===== src/rtl/write_back_stage.sv =====
// Final pipeline stage: drives the register-file write port from retiring memory-stage results.
// Latency: 1 cycle for scalar, ALU and scalar-load writes; a vector load commits one cycle after its last beat.
// Backpressure: ready is low while a vector load collects its beats; stall = valid_in & ~ready.
//
// Ports:
//   clk, rst                  - clock (rising edge), asynchronous active-low reset
//   valid_in, WriteRegister_in, WriteRegisterVec_in, SelWriteData, Rd_in, ALUResult
//                             - retiring instruction from the memory stage
//   mem_rdata, mem_beat_valid - memory read data and its beat qualifier
//   ready, stall              - combinational flow control toward earlier stages
//   WRITEREGISTER_WB, WRITEREGISTERVEC_WB, RD_WB, INPUTDATA
//                             - registered register-file write port (strobes are 1-cycle pulses)
module write_back_stage #(
  parameter int BEATS = 4
) (
  input  logic         clk,
  input  logic         rst,
  input  logic         valid_in,
  input  logic         WriteRegister_in,
  input  logic         WriteRegisterVec_in,
  input  logic         SelWriteData,
  input  logic [4:0]   Rd_in,
  input  logic [127:0] ALUResult,
  input  logic [31:0]  mem_rdata,
  input  logic         mem_beat_valid,
  output logic         ready,
  output logic         stall,
  output logic         WRITEREGISTER_WB,
  output logic         WRITEREGISTERVEC_WB,
  output logic [4:0]   RD_WB,
  output logic [127:0] INPUTDATA
);

  localparam int CW = (BEATS > 1) ? $clog2(BEATS) : 1;
  localparam logic [CW-1:0] LAST_BEAT = CW'(BEATS - 1);

  typedef enum logic {IDLE, COLLECT} state_t;

  state_t          state;
  logic [CW-1:0]   beat_cnt;
  logic [127:0]    asm_buf;
  logic [4:0]      rd_lat;
  logic [127:0]    asm_next;

  assign ready = (state == IDLE);
  assign stall = valid_in & ~ready;

  // Assembly buffer with the current beat dropped into its lane, so the
  // final beat lands in the committed vector on the same edge.
  always_comb begin
    asm_next = asm_buf;
    asm_next[32*beat_cnt +: 32] = mem_rdata;
  end

  always_ff @(posedge clk or negedge rst) begin
    if (!rst) begin
      state               <= IDLE;
      beat_cnt            <= '0;
      asm_buf             <= '0;
      rd_lat              <= '0;
      WRITEREGISTER_WB    <= 1'b0;
      WRITEREGISTERVEC_WB <= 1'b0;
      RD_WB               <= '0;
      INPUTDATA           <= '0;
    end else begin
      // Strobes are pulses: any edge that does not commit clears them.
      WRITEREGISTER_WB    <= 1'b0;
      WRITEREGISTERVEC_WB <= 1'b0;
      case (state)
        IDLE: begin
          if (valid_in) begin
            if (WriteRegisterVec_in && SelWriteData) begin
              // Vector load: beats follow from the next edge onward.
              rd_lat   <= Rd_in;
              beat_cnt <= '0;
              asm_buf  <= '0;
              state    <= COLLECT;
            end else begin
              RD_WB               <= Rd_in;
              INPUTDATA           <= SelWriteData ? {96'b0, mem_rdata} : ALUResult;
              // Scalar r0 is hardwired; vector v0 is a real register.
              WRITEREGISTER_WB    <= WriteRegister_in && (Rd_in != 5'd0);
              WRITEREGISTERVEC_WB <= WriteRegisterVec_in;
            end
          end
        end
        COLLECT: begin
          if (mem_beat_valid) begin
            asm_buf <= asm_next;
            if (beat_cnt == LAST_BEAT) begin
              INPUTDATA           <= asm_next;
              RD_WB               <= rd_lat;
              WRITEREGISTERVEC_WB <= 1'b1;
              beat_cnt            <= '0;
              state               <= IDLE;
            end else begin
              beat_cnt <= beat_cnt + CW'(1);
            end
          end
        end
        default: state <= IDLE;
      endcase
    end
  end

endmodule


===== config.mk =====
export PLATFORM = sky130hd
export DESIGN_NAME = write_back_stage
export DESIGN_NICKNAME = d
export VERILOG_FILES = /design/src/rtl/write_back_stage.sv
export SDC_FILE = /design/constraint.sdc
export NUM_CORES = 1
export LEC_CHECK = 0
export CORE_UTILIZATION = 27
export CTS_CLUSTER_DIAMETER = 50
export DETAILED_ROUTE_END_ITERATION = 16
export SKIP_LAST_GASP = 1
export SLEW_MARGIN = 20
export SYNTH_ARGS = -nofsm -noshare
export SYNTH_HDL_FRONTEND = slang
export SYNTH_SLANG_ARGS = --single-unit

===== constraint.sdc =====
create_clock -name clk -period 4.3 [get_ports clk]
set_clock_uncertainty 0.15 [all_clocks]
set_input_delay 0.43 -clock clk [delete_from_list [all_inputs] [get_ports clk]]
set_output_delay 0.43 -clock clk [all_outputs]
set_load 0.05 [all_outputs]

==> qor.log <==
qor: synth.ys_seq_elements 271
qor: synth.muxShareOfSynthArea 0.03599
qor: routing.dr.pass1.iters 6
qor: global_route.grt_antenna_before_repair 9
qor: sta.report.final.hold_viol_count 0
qor: die.chipHeight 225.2 um
qor: clock_tree.numClockSinks 271
qor: sta.timing.fmax 0.3003 GHz
qor: outcome.status finished clean
qor: finish.footprint_of_the_multi_input_gates 0.005928 mm2
qor: run.cap_violations 0
qor: finish.post_route_cells_drive_above_1_share 0.1072
qor: pwr.report.power.total 15260 uW
qor: synth.asyncSetResetFlopFracSynth 1.000
qor: clock_tree.htreeDepth 2
qor: synth.yosys.area_share.simple 0.1240
qor: routing.via_per_inst 5.628
qor: global_route.global_route.overflow_total 0
qor: sta.period_minus_slack 3.330 ns
qor: routing.route.detailed.wl_per_inst 24.60 um
qor: synth.dominantRegCellSynth sky130_fd_sc_hd__dfrtp_1
qor: synth.synth_top_family_by_area compound AO/OA/AOI/OAI gates
qor: finish.regArea 0.006785 mm2
qor: die.floorplan.initialDensity 0.2743
qor: routing.drt_wl_total 54310 um
qor: sta.finalSetupViolations 0
qor: worst_setup_path.critical_path.endpoint_type flop
qor: worst_setup_path.cp_data_required_time 4.65 ns
qor: synth.post_synth.cell_area_avg 10.44 um2
qor: synth.cell_taking_the_most_area_after_synthesis sky130_fd_sc_hd__dfrtp_1
qor: worst_setup_path.worstSetupPathType flop to flop
qor: die.num_io_pins 309
qor: pwr.power.leakage 0.007167 uW
qor: clock_tree.tritoncts built
qor: sta.rsz0062_at_grt no
qor: routing.final_antenna_net_count 0
qor: synth.synth_warnings 0
qor: sta.period_utilization 0.7744
qor: worst_setup_path.critical_path_arrival 3.68 ns
qor: synth.synth_edf_count 0
qor: clock_tree.clock_latency 0.56 ns
qor: die.fp.dieArea 0.05073 mm2
qor: place.globalplace.congestion 0.8064
qor: synth.ys_top_cells_by_area sky130_fd_sc_hd__dfrtp_1 (50%), sky130_fd_sc_hd__a211oi_1 (5.3%), sky130_fd_sc_hd__a22o_1 (3.9%)
qor: finish.area_growth 36.86%
qor: sta.timing_max_transition_violations_final 0
qor: place.port_buffers 308
qor: synth.fraction_of_the_mapped_netlist_area_in_adder_cells 0.005579
qor: routing.dr_total_vias 12426
qor: global_route.pin_count_of_the_biggest_net_entering_global_routing 128
qor: synth.synthCells 1289
qor: place.dp.final_hpwl 35710 um
qor: synth.post_synth_instance_area 0.01346 mm2
qor: routing.drc 0
qor: sta.tns_setup 0 ns
qor: clock_tree.cts.root.buffer_cell sky130_fd_sc_hd__clkbuf_16
qor: global_route.globalRouteTotalUtil 0.2107
qor: synth.synth.lib_cells_used.distinct 53
qor: pwr.powerDensity 828.8 mW/mm2
qor: worst_setup_path.crit_path_max_fanout 30
qor: pwr.vdd_ir_drop_max 0.3180 mV
qor: sta.slew-limit-headroom 0.2542
qor: clock_tree.clk_transition_reported_paths 0.06 ns
qor: synth.synth-seq-area-share 0.5040
qor: worst_setup_path.worstSetupStartpointType flop
qor: finish.nets 1689
qor: die.placeableCoreArea 0.04905 mm2
qor: die.floorplan.die.width 225.2 um
qor: synth.synth-compound-area-share 0.2648
qor: clock_tree.clock_path_buffers 3
qor: finish.fillerInstances 4817
qor: global_route.grt_first_pass_wirelength 80400 um
qor: sta.worstMarginPinSlew 1.113 ns
qor: synth.portion_of_synthesized_cell_area_occupied_by_the_leading_cell_type 0.5040
qor: routing.drt_iter0_drc 1293
qor: synth.synth_xor_area_frac 0
qor: clock_tree.post-cts-setup-buffer-count 0
qor: hold_path.worst_hold_path_type primary input to flop
qor: clock_tree.cts_made_buffers 42
qor: clock_tree.post_cts_sizing 0
qor: die.std_cell_rows 81
qor: synth.syn_nets 1467
qor: global_route.grt_pass1_vias 12424
## synthesized netlist by cell type, types with 34 or more instances
cell / n
sky130_fd_sc_hd__clkbuf_1: 46
sky130_fd_sc_hd__nand2_1: 115
sky130_fd_sc_hd__nand3_1: 75
sky130_fd_sc_hd__a21oi_1: 40
sky130_fd_sc_hd__buf_2: 91
sky130_fd_sc_hd__a31oi_1: 59
sky130_fd_sc_hd__dfrtp_1: 271
sky130_fd_sc_hd__inv_1: 34
sky130_fd_sc_hd__a222oi_1: 36
sky130_fd_sc_hd__mux2_2: 43
sky130_fd_sc_hd__nor2b_1: 36
sky130_fd_sc_hd__a211oi_1: 95
sky130_fd_sc_hd__a22o_1: 60
## worst max-delay path, cell delays in order (launching register included)
cell                        delay (ns)
sky130_fd_sc_hd__dfrtp_1          0.52
sky130_fd_sc_hd__inv_2            0.55
sky130_fd_sc_hd__ha_2             0.46
sky130_fd_sc_hd__nand4bb_1        0.45
sky130_fd_sc_hd__a21oi_2          0.87
sky130_fd_sc_hd__a32o_1           0.27
## kinds of logic after synthesis
kind of cell / Yosys count
AOI/OAI and AO/OA: 458
and+or+nand+nor: 321
DFF: 271
buffers and inverters: 190
muxes: 43
adders and majority gates: 6
## cell type report
cell class              instances  area share
clock buffers                  50     0.06203
flip-flops and latches        271      0.3685
multi-input cells             828      0.3219
repair buffers                333      0.1807
well taps                     664     0.04511
inverters                      35    0.007134
clock inverters                22     0.01400
diodes                          5   0.0006794
## final timing paths
kind,to,from,depth (start not counted),slack [ns]
hold / removal,rd_lat[2],Rd_in[2],3,0.31
max in group asynchronous,INPUTDATA[31],rst,3,2.64
min in group asynchronous,INPUTDATA[23],rst,2,0.35
setup / recovery,asm_buf[127],beat_cnt[0],5,0.97
hold reg to reg,asm_buf[12],asm_buf[12],1,0.33
setup reg to reg,asm_buf[127],beat_cnt[0],5,0.97
## layout by cell type, fill, tap and decap left out, drive strengths merged, types with 4 or more instances in the layout
cell             n
mux2            43
a22o            60
nand2          116
a222oi          36
a31oi           59
nor2b           36
clkinvlp         6
ha               6
diode            5
nand4            8
a211oi          95
o2bb2ai         32
nor2             5
clkbuf          50
a221oi          32
buf             26
nor4            32
o211ai          33
or3             12
inv             41
a41oi           32
a21oi           42
dfrtp          271
clkinv           7
nand3           75
a22oi           26
clkdlybuf4s50  306
a32o             4
and2            22
## sequential cells by signal, summed over array words and instances (netlist names)
| signal | flops |
|---|---|
| asm_buf | 128 |
| rd_lat | 5 |
| beat_cnt | 2 |
| WRITEREGISTERVEC_WB | 1 |
| INPUTDATA | 128 |
| RD_WB | 5 |
| state | 1 |
| WRITEREGISTER_WB | 1 |
## routing by layer
layer / GRT usage / part of all wire / wire, um / vias up
li1: - / - / - / 5473
met1: 0.2916 / 0.44 / 24080 / 6216
met2: 0.3027 / 0.43 / 23220 / 628
met3: 0.07288 / 0.098 / 5317 / 101
met4: 0.07264 / 0.030 / 1635 / 8
met5: 0 / 0.0010 / 55 / -
## per-stage QoR
step	std cells	hold slack (ns)	instance area [um2]	setup WS, ns	utilization
after global routing	2206	0.3217	18410	0.6660	0.3753
after CTS	2203	0.2883	18400	0.9502	0.3752
after detailed placement	2130	0.3160	16990	0.9403	0.3464
final	2208	0.3082	18420	0.9701	0.3754
after global placement	2130	0.3049	16990	1.085	0.3463
after floorplan	1289	-0.01559	13460	1.803	-
## timing repair
action | in CTS | in global routing
hold buffers | 1 | 0
endpoints found under the hold margin | 100 | 0
setup endpoints to repair | 0 | 0
## where the power goes
| group | total (uW) | switching (uW) | internal (uW) |
|---|---|---|---|
| sequential | 4320 | 722 | 3600 |
| combinational | 7490 | 5000 | 2490 |
| clock | 3450 | 1350 | 2100 |
| total | 15300 | 7070 | 8190 |
Note: power is estimated with default switching activity, not from simulation.
